[config.mk]
export PLATFORM = sky130hd
export DESIGN_NAME = simmem_wreq_emitter
export DESIGN_NICKNAME = d
export VERILOG_FILES = /design/src/rtl/simmem_pkg.sv /design/src/rtl/simmem_wreq_queue.sv /design/src/rtl/simmem_wreq_emitter.sv
export SDC_FILE = /design/constraint.sdc
export NUM_CORES = 1
export LEC_CHECK = 0
export CAP_MARGIN = 20
export CORE_MARGIN = 2
export CORE_UTILIZATION = 55
export CTS_CLUSTER_DIAMETER = 50
export DETAILED_ROUTE_END_ITERATION = 10
export DONT_BUFFER_PORTS = 1
export PLACE_DENSITY_LB_ADDON = 0.25
export SYNTH_ARGS = -nofsm -noshare
export SYNTH_HDL_FRONTEND = slang
export SYNTH_SLANG_ARGS = --single-unit
[constraint.sdc]
create_clock -name clk_i -period 13.5 [get_ports clk_i]
set_clock_uncertainty 0.05 [all_clocks]
set_input_delay 1.35 -clock clk_i [delete_from_list [all_inputs] [get_ports clk_i]]
set_output_delay 1.35 -clock clk_i [all_outputs]
set_load 0.01 [all_outputs]
[src/rtl/simmem_pkg.sv]
// Shared types and constants for the simulated memory controller.
// Adds WReqQueueDepth, the default command queue depth of the write-request emitter.
package simmem_pkg;

    localparam int AddrWidth      = 32;
    localparam int IdWidth        = 4;
    localparam int AxLenWidth     = 5;
    localparam int MaxWBurstLen   = 16;
    localparam int MaxWBurstLenW  = $clog2(MaxWBurstLen);
    localparam int WReqQueueDepth = 8;

    // burst_len is a beat count; 0 means an address-only request
    typedef struct packed {
        logic [IdWidth-1:0]    id;
        logic [AddrWidth-1:0]  addr;
        logic [AxLenWidth-1:0] burst_len;
    } waddr_t;

endpackage

[src/rtl/simmem_wreq_queue.sv]
// Command queue for the write-request emitter: circular buffer with one write pointer and
// independent address/data read pointers; an entry frees once both read pointers have passed it.
module simmem_wreq_queue
    import simmem_pkg::*;
#(
    parameter int Depth = WReqQueueDepth
) (
    input  logic                  clk,
    input  logic                  rst,
    input  waddr_t                push_cmd,
    input  logic                  push,
    output logic                  ready,
    input  logic                  addr_hs,
    input  logic                  beat_hs,
    output waddr_t                addr_cmd,
    output logic                  addr_occ,
    output logic [AxLenWidth-1:0] addr_beats,
    output logic                  data_occ,
    output logic [AxLenWidth-1:0] data_len,
    output logic                  data_addr_done,
    output logic [AxLenWidth-1:0] data_beats,
    output logic                  data_last,
    output logic                  same_entry
);

    localparam int IdxW = $clog2(Depth);
    localparam int PtrW = IdxW + 1;

    logic [PtrW-1:0]       wpt, apt, dpt;
    logic [PtrW-1:0]       occ_a, occ_d, occ;
    logic [IdxW-1:0]       w_idx, a_idx, d_idx;
    waddr_t                cmd_q   [Depth];
    logic [AxLenWidth-1:0] beats_q [Depth];
    logic [Depth-1:0]      addr_done_q;
    logic                  data_zero;

    assign w_idx = wpt[IdxW-1:0];
    assign a_idx = apt[IdxW-1:0];
    assign d_idx = dpt[IdxW-1:0];

    // Whichever read pointer lags determines how many entries are still held.
    assign occ_a = wpt - apt;
    assign occ_d = wpt - dpt;
    assign occ   = (occ_a > occ_d) ? occ_a : occ_d;
    assign ready = (occ != PtrW'(Depth));

    assign addr_occ       = (apt != wpt);
    assign addr_cmd       = cmd_q[a_idx];
    assign addr_beats     = beats_q[a_idx];
    assign data_occ       = (dpt != wpt);
    assign data_len       = cmd_q[d_idx].burst_len;
    assign data_addr_done = addr_done_q[d_idx];
    assign data_beats     = beats_q[d_idx];
    assign data_last      = (data_beats == data_len - AxLenWidth'(1));
    assign data_zero      = data_occ && (data_len == '0);
    assign same_entry     = (apt == dpt);

    always_ff @(posedge clk) begin
        if (rst) begin
            wpt         <= '0;
            apt         <= '0;
            dpt         <= '0;
            addr_done_q <= '0;
            for (int i = 0; i < Depth; i++) begin
                cmd_q[i]   <= '0;
                beats_q[i] <= '0;
            end
        end else begin
            if (push) begin
                cmd_q[w_idx]       <= push_cmd;
                addr_done_q[w_idx] <= 1'b0;
                beats_q[w_idx]     <= '0;
                wpt                <= wpt + PtrW'(1);
            end
            if (addr_hs) begin
                addr_done_q[a_idx] <= 1'b1;
                apt                <= apt + PtrW'(1);
            end
            // Zero-length entries carry no data, so the data pointer steps over them.
            if (beat_hs) begin
                beats_q[d_idx] <= data_beats + AxLenWidth'(1);
                if (data_last) dpt <= dpt + PtrW'(1);
            end else if (data_zero) begin
                dpt <= dpt + PtrW'(1);
            end
        end
    end

endmodule

[src/rtl/simmem_wreq_emitter.sv]
// Write-request emitter: drives waddr/wdata with data allowed to lead addresses by a bounded count.
// Defining SIMMEM_WREQ_ADDR_FIRST_EN forces every beat to wait for its address and drops the lead counter.
module simmem_wreq_emitter
    import simmem_pkg::*;
#(
    parameter int Depth            = WReqQueueDepth,
    parameter int MaxDataLeadBeats = 16
) (
    input  logic                                  clk_i,
    input  logic                                  rst_i,
    input  waddr_t                                cmd_i,
    input  logic                                  cmd_valid_i,
    output logic                                  cmd_ready_o,
    output waddr_t                                waddr_o,
    output logic                                  waddr_valid_o,
    input  logic                                  waddr_ready_i,
    output logic                                  wdata_valid_o,
    input  logic                                  wdata_ready_i,
    output logic                                  wdata_last_o,
    output logic [MaxWBurstLenW-1:0]              wdata_beat_idx_o,
    output logic [$clog2(MaxDataLeadBeats+1)-1:0] lead_cnt_o
);

    localparam int LeadW = $clog2(MaxDataLeadBeats + 1);

    logic                  addr_occ, data_occ, data_addr_done, data_last, same_entry;
    logic [AxLenWidth-1:0] addr_beats, data_len, data_beats;
    logic                  beat_ok, addr_hs, beat_hs;

    simmem_wreq_queue #(.Depth(Depth)) u_queue (
        .clk            (clk_i),
        .rst            (rst_i),
        .push_cmd       (cmd_i),
        .push           (cmd_valid_i && cmd_ready_o),
        .ready          (cmd_ready_o),
        .addr_hs        (addr_hs),
        .beat_hs        (beat_hs),
        .addr_cmd       (waddr_o),
        .addr_occ       (addr_occ),
        .addr_beats     (addr_beats),
        .data_occ       (data_occ),
        .data_len       (data_len),
        .data_addr_done (data_addr_done),
        .data_beats     (data_beats),
        .data_last      (data_last),
        .same_entry     (same_entry)
    );

`ifdef SIMMEM_WREQ_ADDR_FIRST_EN
    assign beat_ok    = data_addr_done;
    assign lead_cnt_o = '0;
`else
    localparam logic [LeadW-1:0] LeadMax = LeadW'(MaxDataLeadBeats);

    logic [LeadW-1:0] lead_q, lead_dec, lead_inc;

    assign beat_ok  = data_addr_done || (lead_q < LeadMax);
    assign lead_dec = addr_hs ? LeadW'(addr_beats) : '0;
    // A beat riding alongside its own address counts as following it.
    assign lead_inc = LeadW'(beat_hs && !data_addr_done && !(addr_hs && same_entry));

    always_ff @(posedge clk_i) begin
        if (rst_i) lead_q <= '0;
        else       lead_q <= lead_q - lead_dec + lead_inc;
    end

    assign lead_cnt_o = lead_q;
`endif

    assign waddr_valid_o    = addr_occ;
    assign wdata_valid_o    = data_occ && (data_len != '0) && beat_ok;
    assign wdata_last_o     = wdata_valid_o && data_last;
    assign wdata_beat_idx_o = wdata_valid_o ? data_beats[MaxWBurstLenW-1:0] : '0;
    assign addr_hs          = waddr_valid_o && waddr_ready_i;
    assign beat_hs          = wdata_valid_o && wdata_ready_i;

endmodule

# Word level (Yosys, flattened, before mapping)
# Memories as Yosys holds them, arrays and structs flattened. A register that Yosys moved wholly into a read port is not among the register bits.
# Cells that the tools add are included.
# W data, S select, Z words.
# totals
register_bits,25
out_inout_bits,54
latchBits,0
mem_bits_ro,0
n_memories,2
ram_bits,368
in_bits,46
# mem_list
memory,words,width,rd,rd_clocked_by_memory_dff,wr,line,text
u_queue.cmd_q,8,41,2,2,8,simmem_wreq_queue.sv:32,waddr_t cmd_q [Depth];
u_queue.beats_q,8,5,2,2,8,simmem_wreq_queue.sv:33,logic [AxLenWidth-1:0] beats_q [Depth];
# op_classes
multipliers,0
n_eq_ne,6
shift,0
addsub,9
magnitude_cmp,7
n_bitwise,3
n_reduce_logical,22
n_mux,40
div,0
# ops
cell,n
$mux W41,1
$reduce_or A41 Y1,1
$mux W3,11
$mux W8,3
$mux W4,5
$mux W5,3
$mux W1,14
$add A4 B1 Y4 const B,3
$logic_and A1 B1 Y1,12
$lt A3 B4 Y1 const B,3
$reduce_or A5 Y1,2
$and A8 B8 Y8,1
$ne A4 B4 Y1,2
$not A8 Y8,1
$or A8 B8 Y8,1
$sub A4 B4 Y4,2
$demux W1 S3,2
$ge A3 B1 Y1 const B,2
$add A5 B1 Y5,1
$add A5 B1 Y5 const B,1
$eq A5 B5 Y1,1
$logic_not A5 Y1,1
$lt A5 B5 Y1 const B,1
$reduce_bool A5 Y1,1
other kinds (11),12

# Logic depth before layout (Yosys ltp)
# logic_depth
depth_word,10
ltp_mapped,18
mapped_depth_nobuf,16

# Modules after synthesis
# Synthesis repeated with hierarchy kept, for this count alone.
# hier_totals
cells_unflattened,1246
hier_area_um2,18983.2
# modules_own_cells
module,cells_each,area_each_um2,instances,seq_area_each_um2
simmem_wreq_queue,1195,18522.8,1,11571.1
simmem_wreq_emitter,51,460.4,1,100.1

# Least setup slack after synthesis
# No wires, ideal clock.
# synth_timing
path_type,reg-to-output
from,reg u_queue.wpt[0]
to,out cmd_ready_o
path_slack_ns,9.071
arrival_ns,3.029
stages_incl_launch_ff,14
path_cell_list,dfxtp_1 clkbuf_1 inv_1 ha_1 inv_2 fa_1 ha_1 a21o_1 a21o_1 a21oi_1 o2111a_1 clkbuf_1 clkbuf_1 nor2_1
# synth_between
elab_chain_cells,4
# synth_rtl
item,line,text
from (decl),simmem_wreq_queue.sv:29,"logic [PtrW-1:0] wpt, apt, dpt;"
from (signal assigned),simmem_wreq_queue.sv:73,wpt <= wpt + PtrW'(1);
"$sub A4 B4 Y4, on equally long branches","simmem_wreq_queue.sv:42, simmem_wreq_queue.sv:43",
$gt A4 B4 Y1,simmem_wreq_queue.sv:44,assign occ = (occ_a > occ_d) ? occ_a : occ_d;
$mux W4 *,simmem_wreq_queue.sv:44,
$ne A4 B4 Y1 *,simmem_wreq_queue.sv:45,assign ready = (occ != PtrW'(Depth));
to (decl),simmem_wreq_emitter.sv:13,"output logic cmd_ready_o,"
# Every way passes the cells marked *; elsewhere a longest branch is shown, timed or not.

# Worst setup path in the final report
# layout_timing
from,reg u_queue.dpt[0]
to,out cmd_ready_o
# layout_between
elab_chain_cells,4
# layout_rtl
item,line,text
from (decl),simmem_wreq_queue.sv:29,
from (signal assigned),simmem_wreq_queue.sv:82,if (data_last) dpt <= dpt + PtrW'(1);
from (signal assigned),simmem_wreq_queue.sv:84,dpt <= dpt + PtrW'(1);
$sub A4 B4 Y4 *,simmem_wreq_queue.sv:43,assign occ_d = wpt - dpt;
$gt A4 B4 Y1,simmem_wreq_queue.sv:44,
$mux W4 *,simmem_wreq_queue.sv:44,
$ne A4 B4 Y1 *,simmem_wreq_queue.sv:45,
# Marks and branches as above.

==> summary.md <==
The floorplan step defined a die boundary enclosing 35,700 um^2. The critical path is of the reg2out type. Slew at the pin closest to its max-slew limit: 1.13 ns. The largest single stage delay on the critical path is 0.63 ns. In this run the power density over the cells is 195 nW/um^2. The die is 189 um wide. Count of buffering cells on the critical path with inverters included: 2.

The Yosys step of the flow raised 0 warnings. The logs give 8.26 ns for the final worst-path setup slack and 91 for the pin count of the biggest net entering global routing. Post-CTS timing repair inserted 0 buffers for setup. The number of DRC markers in iteration 0 came out at 1,035. The per-cell via count in the routed design was 6.13. The tools report the row count as 67. The timing-limited maximum frequency was 0.191 GHz. The tools report the end of the worst register-to-register path as u_queue.cmd_q[6][11]$_SDFFCE_PN0P_.

The tools report the worst slew margin relative to its limit as 0.249. 100 I/O pins were placed. After legalization and detailed placement, the total HPWL measured 24.8 mm. The run gives 1 as the initial antenna violation count. For the number of failing hold endpoints at the final stage, the log shows 0. The number of nets in the synthesized netlist is 1,435. STA puts the critical path data arrival time at 3.84 ns. For the final total negative setup slack, the log shows 0 ns.

The logs give 0 for the max-slew violation count and 5 for the first-pass iteration count of the detailed router. The total CTS buffers is 42. The count of state elements after synthesis works out to 399. For this block, the routed nets add up to 41.3 mm of wire.

The path with the worst hold slack has its endpoint at u_queue.addr_done_q[7]$_SDFF_PP0_. The share of the clock period used by the worst path is 0.388. Clock-pin slew was measured on the worst setup and hold paths at 0.06 ns. The tools report the non-filler instance count after layout as 1,773.

Traced cell by cell, the critical path runs through ha_1 -> inv_2 -> fa_1 -> inv_1 -> ha_1 -> a21o_1 -> a21o_1 -> a21oi_1 -> o2111a_1 -> nor2_1. The hold buffer count at cts was 0. The run gives 3 as the largest buffer count on any clock path.

STA classifies the critical path startpoint as a flip-flop. The run finished with clean final reports. The worst hold path stage count came out at 2. The synthesis-to-layout area growth came out at 8.42%.

The startpoint identified for the worst hold timing path is u_queue.addr_done_q[7]$_SDFF_PP0_. The sink count of the clock tree was 399; the core footprint was 33,600 um^2. The tool flagged a number of max-cap violations equal to 0.

The logs give 0.560 for the starting density of the core and 55 for the number of unique standard cell types used by synthesis. Setup repair after global routing left no endpoint under its margin. For flop-to-flop paths, the worst setup slack is 8.34 ns. For the worst flop-to-flop path, the logic depth is 11. The maximum fanout along the worst path works out to 21. The count of endpoints failing setup in the final report was 0; the worst slack at placement was 8.38 ns. The tools report the number of placed instances with taps included as 1,695.

For the synthesized netlist cell count, the log shows 1,364. Once detail routing completed, the nets flagged for antenna violations numbered 0. The deepest level of the CTS H-tree is 2, and the post-layout minimum cycle time is 5.24 ns. The global-route wire length before repair came out at 64.4 mm. The run gives 0.237 as the global-route usage over all layers.

The worst setup path is captured at an output pin. On the critical path the largest part of the delay comes from compound AO/OA/AOI/OAI gates. Standard cell with the maximum stage delay on the critical path: sky130_fd_sc_hd__dfxtp_1. The average footprint of a synthesized cell came out at 13.8 um^2. Master cell of the clock root buffer: sky130_fd_sc_hd__clkbuf_16. The reported leakage power was 6.87 nW. The run gives 0.54 ns as the clock latency on the worst-skew pair. The share of the yosys chip area belonging to registers came out at 0.620. For the weighted congestion at the end of routability-driven global placement, the log shows 0.802.

The worst path required time was 12.10 ns; the largest vdd supply drop was 0.000115 V. After detailed routing, the number of remaining DRC violations is 0. For this run, the leading register cell type out of synthesis is sky130_fd_sc_hd__edfxtp_1. During placement, the flow inserted port buffers numbering 0.

In the final routed layout, each cell accounts on average for 23.3 um. The number of vias in the routed layout came out at 10,873. The die is 189 um tall.

The fraction of synthesis flops using an asynchronous set or reset pin works out to 0. The fraction of final layout cells sized beyond drive strength 1 was 0.206. The worst register-to-register path begins at u_queue.dpt[0]$_SDFFE_PP0P_. Yosys mapped a number of flops with a built-in enable equal to 368. In this run the worst hold path is classified as reg2reg. The number of global-route vias before repair is 10,820, and the remaining global-route overflow is 0. The area of the mapped netlist came out at 18,800 um^2.

The tools report the post-CTS resize count as 0. TritonCTS built the clock tree. For this run, the post-layout net count is 1,363.
[cells in the mapped netlist, drive strengths merged, types with 8 or more instances]
cell type,number,area share
a21oi,18,0.0048
buf,61,0.014
clkbuf,76,0.015
dfxtp,31,0.033
edfxtp,368,0.59
ha,22,0.015
inv,18,0.0036
mux2,47,0.028
mux2i,17,0.012
mux4,111,0.13
nand2,20,0.0040
nand2b,51,0.017
nand3,15,0.0043
nand3b,11,0.0044
nand4,12,0.0043
nor2,391,0.078
o31ai,9,0.0036
or3,8,0.0027
or4,8,0.0032
xnor2,17,0.0087
xor2,9,0.0046
[state kept, by name (all words and copies together), names as in the netlist, named ones only]
signal	cells
u_queue.addr_done_q	8
u_queue.apt	4
u_queue.beats_q	40
u_queue.cmd_q	328
u_queue.wpt	4
u_queue.dpt	4
lead_cnt_o	5
[cell families (layout without fill, tap and decap cells)]
family                   Yosys count  count (layout)  synth area share
buffers and inverters            155             115            0.0325
adder cells (fa/ha/maj)           25              25            0.0178
XOR/XNOR                          27              27            0.0145
flip-flops                       399             399             0.620
multiplexers                     175             175             0.173
AND/OR/NAND/NOR                  538             538             0.126
other                              0               1                 0
AO/OA/AOI/OAI                     45              45            0.0161
[how the worst max path moves through the flow]
| stage | startpoint | to | slack [ns] | cells after the start |
|---|---|---|---|---|
| global route | u_queue.dpt[0]$_SDFFE_PP0P_ | cmd_ready_o | 7.93 | 9 |
| floorplan | u_queue.wpt[0]$_SDFFE_PP0N_ | cmd_ready_o | 9.07 | 13 |
| detailed placement | u_queue.dpt[0]$_SDFFE_PP0P_ | u_queue.cmd_q[6][22]$_SDFFCE_PN0P_ | 8.38 | 11 |
| global placement | u_queue.dpt[0]$_SDFFE_PP0P_ | u_queue.cmd_q[6][22]$_SDFFCE_PN0P_ | 8.51 | 11 |
| CTS | u_queue.dpt[0]$_SDFFE_PP0P_ | cmd_ready_o | 8.26 | 10 |
| finish | u_queue.dpt[0]$_SDFFE_PP0P_ | cmd_ready_o | 8.26 | 10 |
[worst min-delay path, delay by kind of cell, from the launching register on]
kind / cells / cell delay, ns
flip-flops: 1 / 0.31
AO/OA/AOI/OAI: 2 / 0.12
[area by class of cell]
type,instances,area (um^2)
clock inverter,23,241
inverter,18,67.6
antenna,1,2.50
sequential,399,11700
clock buffer,53,1110
tap,448,561
multi-input combinational,810,6590
fill,2516,13200
timing repair buffer,21,170
[per-stage QoR]
stage / instance area (um^2) / utilization / total power [mW] / hold WS, ns
final: 20400 / 0.608 / 3.98 / 0.423
after global routing: 20400 / 0.608 / 4.15 / 0.456
after CTS: 20400 / 0.607 / 4.00 / 0.418
after detailed placement: 19000 / 0.567 / 2.87 / 0.407
after global placement: 19000 / 0.567 / 2.84 / 0.408
after floorplan: 18800 / - / 2.58 / 0.392
[metal layers]
metal | track usage | vias up | wire length (um)
li1 | - | 4829 | -
met1 | 0.338 | 5519 | 17200
met2 | 0.383 | 455 | 20100
met3 | 0.0395 | 70 | 3090
met4 | 0.0661 | 0 | 953
met5 | 0 | - | 0
[layout by cell type, fill, tap and decap left out, types with 3 or more instances in the layout]
master                       count
sky130_fd_sc_hd__or4_1           6
sky130_fd_sc_hd__clkbuf_1        9
sky130_fd_sc_hd__mux4_2        109
sky130_fd_sc_hd__nor2_1        391
sky130_fd_sc_hd__clkinvlp_4      4
sky130_fd_sc_hd__nor2b_1         7
sky130_fd_sc_hd__o31ai_1         9
sky130_fd_sc_hd__mux2i_2         3
sky130_fd_sc_hd__dfxtp_1        28
sky130_fd_sc_hd__clkinv_1        6
sky130_fd_sc_hd__inv_1          14
sky130_fd_sc_hd__edfxtp_1      368
sky130_fd_sc_hd__xor2_1          8
sky130_fd_sc_hd__nand3b_1       11
sky130_fd_sc_hd__fa_1            3
sky130_fd_sc_hd__nand2b_1       43
sky130_fd_sc_hd__or3_2           6
sky130_fd_sc_hd__clkbuf_16      42
sky130_fd_sc_hd__nand3_1        14
sky130_fd_sc_hd__mux2_2         45
sky130_fd_sc_hd__clkinv_2        4
sky130_fd_sc_hd__mux2i_4         4
sky130_fd_sc_hd__inv_8           3
sky130_fd_sc_hd__xnor2_1        15
sky130_fd_sc_hd__mux2i_1        10
sky130_fd_sc_hd__bufinv_16       3
sky130_fd_sc_hd__buf_4          20
sky130_fd_sc_hd__inv_2           4
sky130_fd_sc_hd__a21o_1          6
sky130_fd_sc_hd__nand4_1        11
sky130_fd_sc_hd__nand2b_2        8
sky130_fd_sc_hd__ha_1           22
sky130_fd_sc_hd__a21oi_1        18
sky130_fd_sc_hd__nor3_1          6
sky130_fd_sc_hd__nand2_1        20
[where the power goes]
part	total, mW	internal (mW)	leakage (nW)	switching [mW]
Clock	1.13	0.651	0.650	0.482
Combinational	1.19	0.495	2.14	0.698
Sequential	1.65	1.55	4.08	0.103
(Power assumes the default switching activity.)
